<file path="config.mk">
export PLATFORM = sky130hd
export DESIGN_NAME = spi_cmd_bridge
export DESIGN_NICKNAME = d
export VERILOG_FILES = /design/src/rtl/spi_cmd_pkg.sv /design/src/rtl/spi_cmd_timeout.sv /design/src/rtl/spi_cmd_bridge.sv
export SDC_FILE = /design/constraint.sdc
export NUM_CORES = 1
export LEC_CHECK = 0
export CORE_UTILIZATION = 53
export CTS_CLUSTER_DIAMETER = 50
export DETAILED_ROUTE_END_ITERATION = 12
export PLACE_DENSITY = 0.83
export REMOVE_ABC_BUFFERS = 1
export SYNTH_ARGS = -nofsm -noshare
export SYNTH_HDL_FRONTEND = slang
export SYNTH_SLANG_ARGS = --single-unit
</file>
<file path="constraint.sdc">
create_clock -name clk -period 3.2 [get_ports clk]
set_clock_uncertainty 0.05 [all_clocks]
set_input_delay 0.64 -clock clk [delete_from_list [all_inputs] [get_ports clk]]
set_output_delay 0.64 -clock clk [all_outputs]
set_load 0.005 [all_outputs]
</file>
<file path="src/rtl/spi_cmd_pkg.sv">
// rtl/spi_cmd_pkg.sv - frame/response field layout, FSM states and constants for spi_cmd_bridge
package spi_cmd_pkg;

  localparam int RW_BIT    = 15;
  localparam int ADDR_MSB  = 14;
  localparam int ADDR_LSB  = 8;
  localparam int WDATA_MSB = 7;
  localparam int WDATA_LSB = 0;

  localparam logic [6:0] STATUS_ADDR   = 7'h00;
  localparam logic [7:0] TIMEOUT_RDATA = 8'hFF;

  localparam int RESP_VALID_BIT = 15;
  localparam int RESP_ERR_BIT   = 14;
  localparam int RESP_SEQ_MSB   = 13;
  localparam int RESP_SEQ_LSB   = 8;
  localparam int RESP_RDATA_MSB = 7;
  localparam int RESP_RDATA_LSB = 0;

  localparam logic [1:0] ST_IDLE = 2'd0;
  localparam logic [1:0] ST_WR   = 2'd1;
  localparam logic [1:0] ST_RD   = 2'd2;
  localparam logic [1:0] ST_RESP = 2'd3;

  typedef enum logic [1:0] {
    IDLE = ST_IDLE,
    WR   = ST_WR,
    RD   = ST_RD,
    RESP = ST_RESP
  } fsm_state_e;

  // Bit 15 is only ever 0 out of reset, so every packed response carries it set.
  function automatic logic [15:0] pack_resp(input logic err, input logic [5:0] seq,
                                            input logic [7:0] rdata);
    logic [15:0] w;
    w = '0;
    w[RESP_VALID_BIT] = 1'b1;
    w[RESP_ERR_BIT] = err;
    w[RESP_SEQ_MSB:RESP_SEQ_LSB] = seq;
    w[RESP_RDATA_MSB:RESP_RDATA_LSB] = rdata;
    return w;
  endfunction

endpackage

</file>
<file path="src/rtl/spi_cmd_timeout.sv">
// rtl/spi_cmd_timeout.sv - loadable down-counter; expired while the count sits at zero
module spi_cmd_timeout #(
  parameter int CNT_W = 8
) (
  input  logic             clk,
  input  logic             rst_n,
  input  logic             clr,
  input  logic             load,
  input  logic [CNT_W-1:0] load_val,
  input  logic             en,
  output logic             expired
);

  logic [CNT_W-1:0] count_q, count_d;

  always_comb begin
    count_d = count_q;
    if (clr) begin
      count_d = '0;
    end else if (load) begin
      count_d = load_val;
    end else if (en && (count_q != '0)) begin
      count_d = count_q - 1'b1;
    end
  end

  always_ff @(posedge clk or negedge rst_n) begin
    if (!rst_n) begin
      count_q <= '0;
    end else begin
      count_q <= count_d;
    end
  end

  assign expired = (count_q == '0);

endmodule

</file>
<file path="src/rtl/spi_cmd_bridge.sv">
// rtl/spi_cmd_bridge.sv - SPI frame to register-bus bridge with one-frame-late response word
// Build option: SPI_CMD_WR_ECHO_EN returns the written byte in the write response rdata field.
module spi_cmd_bridge
  import spi_cmd_pkg::*;
#(
  parameter int DATA_WIDTH     = 16,
  parameter int ADDR_WIDTH     = 7,
  parameter int TIMEOUT_CYCLES = 64
) (
  input  logic                  clk,
  input  logic                  rst_n,
  input  logic [DATA_WIDTH-1:0] rxd_data,
  input  logic                  flag_done,
  output logic [DATA_WIDTH-1:0] txd_data,
  output logic [ADDR_WIDTH-1:0] bus_addr,
  output logic [7:0]            bus_wdata,
  output logic                  bus_we,
  output logic                  bus_re,
  input  logic [7:0]            bus_rdata,
  input  logic                  bus_ack,
  output logic                  busy
);

  localparam logic [7:0] TMO_LOAD = 8'(TIMEOUT_CYCLES - 1);

  fsm_state_e state_q, state_d;
  logic [5:0]            seq_q, seq_d;
  logic [ADDR_WIDTH-1:0] addr_q, addr_d;
  logic [7:0]            wdata_q, wdata_d;
  logic [7:0]            rdata_q, rdata_d;
  logic                  err_q, err_d;
  logic                  ovr_q, ovr_d;
  logic                  tmo_q, tmo_d;
  logic [DATA_WIDTH-1:0] txd_q, txd_d;

  logic                  frame_rw;
  logic [ADDR_WIDTH-1:0] frame_addr;
  logic [7:0]            frame_wdata;
  logic [7:0]            wr_resp_rdata;
  logic [5:0]            seq_inc;
  logic                  tmo_load, tmo_set, flags_clr, tmo_expired;

  assign frame_rw    = rxd_data[RW_BIT];
  assign frame_addr  = rxd_data[ADDR_MSB:ADDR_LSB];
  assign frame_wdata = rxd_data[WDATA_MSB:WDATA_LSB];
  assign seq_inc     = seq_q + 6'd1;

`ifdef SPI_CMD_WR_ECHO_EN
  assign wr_resp_rdata = frame_wdata;
`else
  assign wr_resp_rdata = 8'h00;
`endif

  spi_cmd_timeout #(.CNT_W(8)) u_timeout (
    .clk      (clk),
    .rst_n    (rst_n),
    .clr      (state_q == RESP),
    .load     (tmo_load),
    .load_val (TMO_LOAD),
    .en       ((state_q == WR) || (state_q == RD)),
    .expired  (tmo_expired)
  );

  always_comb begin
    state_d   = state_q;
    seq_d     = seq_q;
    addr_d    = addr_q;
    wdata_d   = wdata_q;
    rdata_d   = rdata_q;
    err_d     = err_q;
    txd_d     = txd_q;
    tmo_load  = 1'b0;
    tmo_set   = 1'b0;
    flags_clr = 1'b0;

    case (state_q)
      IDLE: begin
        if (flag_done) begin
          seq_d   = seq_inc;
          addr_d  = frame_addr;
          wdata_d = frame_wdata;
          err_d   = 1'b0;
          if (frame_rw) begin
            state_d  = WR;
            rdata_d  = wr_resp_rdata;
            tmo_load = 1'b1;
          end else if (frame_addr != STATUS_ADDR) begin
            state_d  = RD;
            tmo_load = 1'b1;
          end else begin
            // Status snapshot already reflects this frame's sequence number.
            state_d   = RESP;
            rdata_d   = {ovr_q, tmo_q, seq_inc};
            flags_clr = 1'b1;
          end
        end
      end
      WR: begin
        if (bus_ack) begin
          state_d = RESP;
        end else if (tmo_expired) begin
          state_d = RESP;
          err_d   = 1'b1;
          tmo_set = 1'b1;
        end
      end
      RD: begin
        if (bus_ack) begin
          state_d = RESP;
          rdata_d = bus_rdata;
        end else if (tmo_expired) begin
          state_d = RESP;
          rdata_d = TIMEOUT_RDATA;
          err_d   = 1'b1;
          tmo_set = 1'b1;
        end
      end
      RESP: begin
        txd_d   = pack_resp(err_q, seq_q, rdata_q);
        state_d = IDLE;
      end
      default: state_d = IDLE;
    endcase

    // A new event in the capture cycle keeps the sticky flag set.
    ovr_d = (ovr_q & ~flags_clr) | (flag_done & (state_q != IDLE));
    tmo_d = (tmo_q & ~flags_clr) | tmo_set;
  end

  always_ff @(posedge clk or negedge rst_n) begin
    if (!rst_n) begin
      state_q <= IDLE;
      seq_q   <= '0;
      addr_q  <= '0;
      wdata_q <= '0;
      rdata_q <= '0;
      err_q   <= 1'b0;
      ovr_q   <= 1'b0;
      tmo_q   <= 1'b0;
      txd_q   <= '0;
    end else begin
      state_q <= state_d;
      seq_q   <= seq_d;
      addr_q  <= addr_d;
      wdata_q <= wdata_d;
      rdata_q <= rdata_d;
      err_q   <= err_d;
      ovr_q   <= ovr_d;
      tmo_q   <= tmo_d;
      txd_q   <= txd_d;
    end
  end

  assign txd_data  = txd_q;
  assign bus_addr  = addr_q;
  assign bus_wdata = wdata_q;
  assign bus_we    = (state_q == WR);
  assign bus_re    = (state_q == RD);
  assign busy      = (state_q != IDLE);

endmodule

</file>
==> run summary, run 1 <==
result of the run: finished clean
portion of synthesized cell area occupied by the leading cell type: 54.2%
total track usage: 22.6%
ports placed on the boundary: 62
detailed placer's ending HPWL: 3.92 mm
share of synthesized area occupied by flip-flops and latches: 54.2%
sum of met2 wire segment lengths after detailed routing: 2.49 mm
arrival time worst endpoint: 1710 ps
register bit count reported by yosys: 58
Mean Syn Cell Area: 10.5 um^2
number of standard cells after synthesis: 256
full die area: 0.00534 mm^2
number of antenna violations at the first check in global routing: 0
clock tree from TritonCTS: yes
Synth Flop Type: dfrtp_1
layout cell share with drive strength beyond 1: 15.3%
maximum cell stage delay along the critical path: 540 ps
gp weighted congestion: 0.833
depth of the CTS H-tree: 3
count of inserted antenna diode cells: 0
kind of start point of the critical path: register
number of synthesized flops with an enable pin: 0
peak clock frequency supported by timing: 417 MHz
final sum of negative setup slack: 0 ps
share of the clock period used by the worst path after layout: 75.0%
Final Hold Violating Endpoints: 0
number of buffers inserted during clock tree synthesis: 9
topmost layer with routed signal wires: met4
total congestion overflow: 0
pin slew with the least headroom to its limit: 648 ps
post-synthesis to final-layout area growth: 33.4%
Hold Crit Class: input pin to asynchronous set/reset pin
Most common cell on crit path: inv_1
effective utilization at floorplan: 56.0%
number of distinct library cells after synthesis: 39
vias per cell: 5.15
DR pass1 iterations: 4
RR Endpoint: u_timeout.count_q[6]
async set or reset register ratio after synthesis: 100%
iteration-0 DRC count of the detailed router: 80
leading area contributor after synthesis: dfrtp_1
largest fanout of any net on the critical path: 5
latest clock arrival within the worst-skew pair: 330 ps
family with the most delay on the worst path: buffers and inverters
setup fix buffers added after clock tree synthesis: 0
die boundary width: 73.1 um
wire per inst: 13.8 um
Total Routed Length: 5.41 mm
first-pass GRT wire length: 8.91 mm
Placement Rows: 25
final critical delay including setup and external delays: 2400 ps
static leakage power: 0.00158 uW
count of buffers inserted at the top-level ports: 61
peak ir drop on the vdd network: 605 uV
crit path capture type: primary output
number of synthesis warnings: 0
number of DRC violations after detailed routing: 0
Std-Cell Core Area: 0.00479 mm^2
cell-by-cell listing of the critical path: inv_1 > ha_1 > inv_1 > clkdlybuf4s50_1
dominant cells by area after synthesis: dfrtp_1 (54%), nand2_1 (8.5%), mux2_2 (6.3%)
Worst-path clk slew: 60 ps
max_cap viols: 0
total buffers and inverters traversed by the critical path: 3
final setup violation count: 0
number of sinks on the clock net: 58
max_slew headroom: 56.8%
number of buffers inserted by hold repair at cts: 0
top post-synthesis cells by count: nand2_1 (61), dfrtp_1 (58), nor2_1 (18)
Worst R2R Path Depth: 7
pin count of the biggest net entering global routing: 31
post-cts resize count: 0
startpoint-to-endpoint class of the critical path: register to primary output
number of routed nets with antenna violations: 0
mapped cell area: 0.00268 mm^2
vertical die dimension: 73.1 um
nets: 356
Reg-to-Reg Start: state_q[0]
library cell used as clock root buffer: clkbuf_8
length of routed met3 wiring: 379 um
clock tree buffer depth: 2
most repeated cell in the gate-level netlist after synthesis: nand2_1
required time of the worst setup path: 2510 ps
total power divided by cell area: 987 mW/mm^2
DR vias: 2025
number of global-route vias before repair: 1956
setup repair after global routing missed its margin: no
setup slack on the worst flop-to-flop path: 1060 ps
Final Power: 3530 uW
Slowest cell on crit path: clkdlybuf4s50_1
Final Max Tran Viols: 0
routed metal-1 wirelength: 2.38 mm
-- power by group --
group | internal (uW) | switching [uW]
Combinational | 866 | 703
Clock | 401 | 283
Sequential | 1050 | 223
-- how the worst max path moves through the flow --
stage                      start          to  slack [ps]  cells past startpoint
finish                state_q[0]        busy         800                      4
global route          state_q[0]        busy         700                      4
CTS                   state_q[0]        busy         780                      4
detailed placement  rxd_data[12]  rdata_q[0]         620                      7
global placement    rxd_data[12]  rdata_q[1]         660                      7
floorplan             state_q[0]  rdata_q[3]         930                      7
-- stage by stage --
stage	utilization, %	cell area [um^2]	hold slack (ps)	cells	worst slack, ps
2_1_floorplan	-	2620	294	243	934
3_3_place_gp	70.4	3370	401	377	662
3_5_place_dp	70.4	3370	405	377	621
4_1_cts	74.7	3570	296	393	781
5_1_grt	74.7	3570	324	393	697
6_report	74.7	3570	279	393	799
-- worst register-to-register path: cells and delay by family (launching register included) --
| kind | cells | cell delay, ps |
|---|---|---|
| simple gates | 3 | 580 |
| fa+ha+maj | 1 | 410 |
| xor+xnor | 1 | 190 |
| buf+inv | 1 | 80 |
| compound gates | 1 | 340 |
| flops | 1 | 390 |
-- placed cells by master (no fill, tap or decap), types with 2 or more instances in the layout --
cell,n
a31oi_1,3
xor2_1,7
o311ai_0,3
buf_4,5
o22ai_1,4
inv_1,7
a21oi_2,2
nand2_1,61
dfrtp_1,58
nor3_1,3
o21a_1,3
clkdlybuf4s50_1,60
nand3_1,4
clkinvlp_4,2
nand4_1,2
clkbuf_8,11
a21oi_1,8
nor2b_1,4
ha_1,7
nor2_1,18
o21ai_0,6
mux2_2,15
or2_2,3
xnor2_1,8
-- layer usage --
metal / up-vias / track usage, %
li1: 986 / -
met1: 951 / 29.0
met2: 70 / 33.2
met3: 18 / 6.49
met4: 0 / 14.8
met5: - / 0
-- layout make-up --
| class | instances | area, um^2 |
|---|---|---|
| Sequential cell | 58 | 1450 |
| Inverter | 7 | 26.3 |
| Multi-Input combinational cell | 178 | 1140 |
| Clock buffer | 12 | 155 |
| Tap cell | 67 | 83.8 |
| Clock inverter | 4 | 50.0 |
| Timing Repair Buffer | 67 | 663 |
| Fill cell | 334 | 1210 |
-- state kept, by name (all words and copies together) (netlist names) --
name               count
seq_q                  6
u_timeout.count_q      8
txd_data              16
ovr_q                  1
state_q                2
err_q                  1
bus_wdata              8
rdata_q                8
tmo_q                  1
bus_addr               7
-- cells by family (layout without fill, tap and decap cells) --
family	Yosys count	after routing	synth area share (%)
AO/OA/AOI/OAI	36	36	10.0
adder cells (fa/ha/maj)	7	7	3.27
multiplexers	15	15	6.31
AND/OR/NAND/NOR	105	105	18.2
XOR/XNOR	15	15	4.90
flip-flops	58	58	54.2
buffers and inverters	20	90	3.08
Note: power is estimated with default switching activity, not from simulation.
==> inputs of run 2 (changes only) <==
--- a/config.mk
+++ b/config.mk
@@ -5,10 +5,10 @@
 export SDC_FILE = /design/constraint.sdc
 export NUM_CORES = 1
 export LEC_CHECK = 0
-export CORE_UTILIZATION = 53
+export CORE_UTILIZATION = 45
 export CTS_CLUSTER_DIAMETER = 50
 export DETAILED_ROUTE_END_ITERATION = 12
-export PLACE_DENSITY = 0.83
+export PLACE_DENSITY = 0.75
 export REMOVE_ABC_BUFFERS = 1
 export SYNTH_ARGS = -nofsm -noshare
 export SYNTH_HDL_FRONTEND = slang
==> constraint.sdc (replaced) <==
create_clock -name clk -period 2 [get_ports clk]
set_clock_uncertainty 0.05 [all_clocks]
set_input_delay 0.4 -clock clk [delete_from_list [all_inputs] [get_ports clk]]
set_output_delay 0.4 -clock clk [all_outputs]
set_load 0.005 [all_outputs]
==> run summary, run 2 (synthesized netlist as in run 1, its figures left out) <==
result of the run: finished, violations left
failing checks: negative hold slack, negative setup slack
startpoint-to-endpoint class of the critical path: register to register
most common cell after layout, fill and taps aside: nand2_1
number of buffers inserted during clock tree synthesis: 9 (unchanged)
effective utilization at floorplan: 47.8% (-8.2 points)
library cell used as clock root buffer: clkbuf_8
max_slew headroom: 43.9% (-13 points)
final setup violation count: 1 (+1)
total congestion overflow: 0 (unchanged)
area occupied by multi-input gates: 0.00119 mm^2 (+3.9%)
first-pass GRT wire length: 9.62 mm (+8.0%)
standard cell area after detailed placement: 0.00350 mm^2 (+3.8%)
total power divided by cell area: 1590 mW/mm^2 (+61%)
final sum of negative setup slack: -11.8 ps (-11.8 ps)
gp weighted congestion: 0.814 (-2.3%)
leading cell types in the layout, fill and taps excluded: nand2_1 (61), clkdlybuf4s50_1 (60), dfrtp_1 (58)
setup repair after global routing missed its margin: yes
cell-by-cell listing of the critical path: inv_1 > ha_1 > nor2b_2 > a211o_2 > or4_4 > xor2_2 > nor3_2
Placement Rows: 27 (+8.0%)
full die area: 0.00627 mm^2 (+17%)
post-synthesis to final-layout area growth: 40.9%
number of sinks on the clock net: 58 (unchanged)
clock tree from TritonCTS: yes
detailed placer's ending HPWL: 4.15 mm (+6.0%)
required time of the worst setup path: 2190 ps (-320 ps)
share of the clock period used by the worst path after layout: 101%
Finished Cell Area: 0.00377 mm^2 (+5.6%)
crit path capture type: register
vertical die dimension: 79.2 um (+8.3%)
number of routed nets with antenna violations: 0 (unchanged)
depth of the CTS H-tree: 3 (unchanged)
max_cap viols: 0 (unchanged)
count of inserted antenna diode cells: 0 (unchanged)
total track usage: 20.6% (-2.0 points)
arrival time worst endpoint: 2200 ps (+490 ps)
Filler Cells Inserted: 458 (+37%)
kind of start point of the critical path: register
number of DRC violations after detailed routing: 0 (unchanged)
die boundary width: 79.2 um (+8.3%)
vias per cell: 5.01 (-2.7%)
DR vias: 2081 (+2.8%)
layout cell share with drive strength beyond 1: 22.2% (+6.8 points)
final critical delay including setup and external delays: 2010 ps
Std-Cell Core Area: 0.00561 mm^2 (+17%)
number of antenna violations at the first check in global routing: 0 (unchanged)
Slowest cell on crit path: or4_4
iteration-0 DRC count of the detailed router: 85 (+6.3%)
total buffers and inverters traversed by the critical path: 1 (-2)
number of global-route vias before repair: 2075 (+6.1%)
static leakage power: 0.00168 uW (+6.4%)
peak clock frequency supported by timing: 497 MHz
family with the most delay on the worst path: simple AND/OR/NAND/NOR gates
final setup slack of the worst path: -11.8 ps (-811 ps)
Total Routed Length: 5.75 mm (+6.2%)
Hold Crit Class: input pin to asynchronous set/reset pin
total area of sequential cells: 0.00145 mm^2 (unchanged)
Final Max Tran Viols: 0 (unchanged)
max FFs per register: 16 (unchanged)
latest clock arrival within the worst-skew pair: 330 ps (about the same)
ports placed on the boundary: 62 (unchanged)
Worst-path clk slew: 70 ps (about the same)
pin count of the biggest net entering global routing: 59 (+90%)
maximum cell stage delay along the critical path: 430 ps (-110 ps)
peak ir drop on the vdd network: 834 uV (+38%)
nets: 375 (+5.3%)
clock tree buffer depth: 2 (unchanged)
wire per inst: 13.9 um (+0.56%)
count of buffers inserted at the top-level ports: 61 (unchanged)
DR pass1 iterations: 4 (unchanged)
Hold Worst Slack: -1.71 ps (-280 ps)
pin slew with the least headroom to its limit: 842 ps (+194 ps)
Final Hold Violating Endpoints: 2 (+2)
largest fanout of any net on the critical path: 3 (-2)
run 2: changes by cell type in the layout (fill, tap and decap cells not counted), moves of 2 or more:
cell / previous run / this run
buf_4: 5 / 23
ha_4: 0 / 2
inv_2: 0 / 3
ha_1: 7 / 5
clkinvlp_4: 2 / 0
inv_1: 7 / 4
run 2: through the flow:
stage,std cells,hold slack [ps],utilization (%),worst slack (ps),total power (uW)
2_1_floorplan,243,54.4,-,-266,3500
3_3_place_gp,398,378,62.3,-283,4640
3_5_place_dp,398,375,62.3,-292,4740
4_1_cts,413,18.5,66.5,-16.7,5960
5_1_grt,415,20.5,67.3,-69.7,6440
6_report,415,-1.71,67.3,-11.8,5990
run 2: cell type report:
type / count / share of cell area [%]
timing repair buffer: 86 / 21.5
clock buffer: 11 / 3.75
sequential: 58 / 38.5
multi-input combinational: 178 / 31.5
clock inverter: 3 / 1.72
inverter: 7 / 0.696
tap: 72 / 2.39
run 2: power by group:
| group | leakage, uW | total, uW | switching, uW | internal (uW) |
|---|---|---|---|---|
| Combinational | 0.000864 | 2810 | 1220 | 1600 |
| Sequential | 0.000711 | 2040 | 357 | 1690 |
| Clock | 0.000105 | 1140 | 417 | 720 |
| Total | 0.00168 | 5990 | 1990 | 4000 |
run 2: metal layers:
| metal | track usage, % | wire [um] |
|---|---|---|
| met3 | 4.94 | 368 |
| met4 | 10.4 | 80 |
| met5 | 0 | 0 |
| met2 | 32.1 | 2710 |
| met1 | 26.7 | 2590 |
run 2: timing repair:
action | CTS | global route
setup buffers | 1 | 2
resized for setup | 6 | 6
endpoints found under the hold margin | 0 | 0
setup endpoints to repair | 4 | 8
hold buffers | 0 | 0
pin swaps | 0 | 1
run 2: worst paths after layout:
check,startpoint,to,slack [ps],depth (start not counted)
setup / recovery,u_timeout.count_q[0],u_timeout.count_q[6],-10,7
hold / removal,rst_n,u_timeout.count_q[1],-2,2
setup reg to reg,u_timeout.count_q[0],u_timeout.count_q[6],-10,7
hold reg to reg,txd_data[15],txd_data[15],410,1
max in group asynchronous,rst_n,rdata_q[0],1620,2
min in group clk,txd_data[15],txd_data[15],410,1
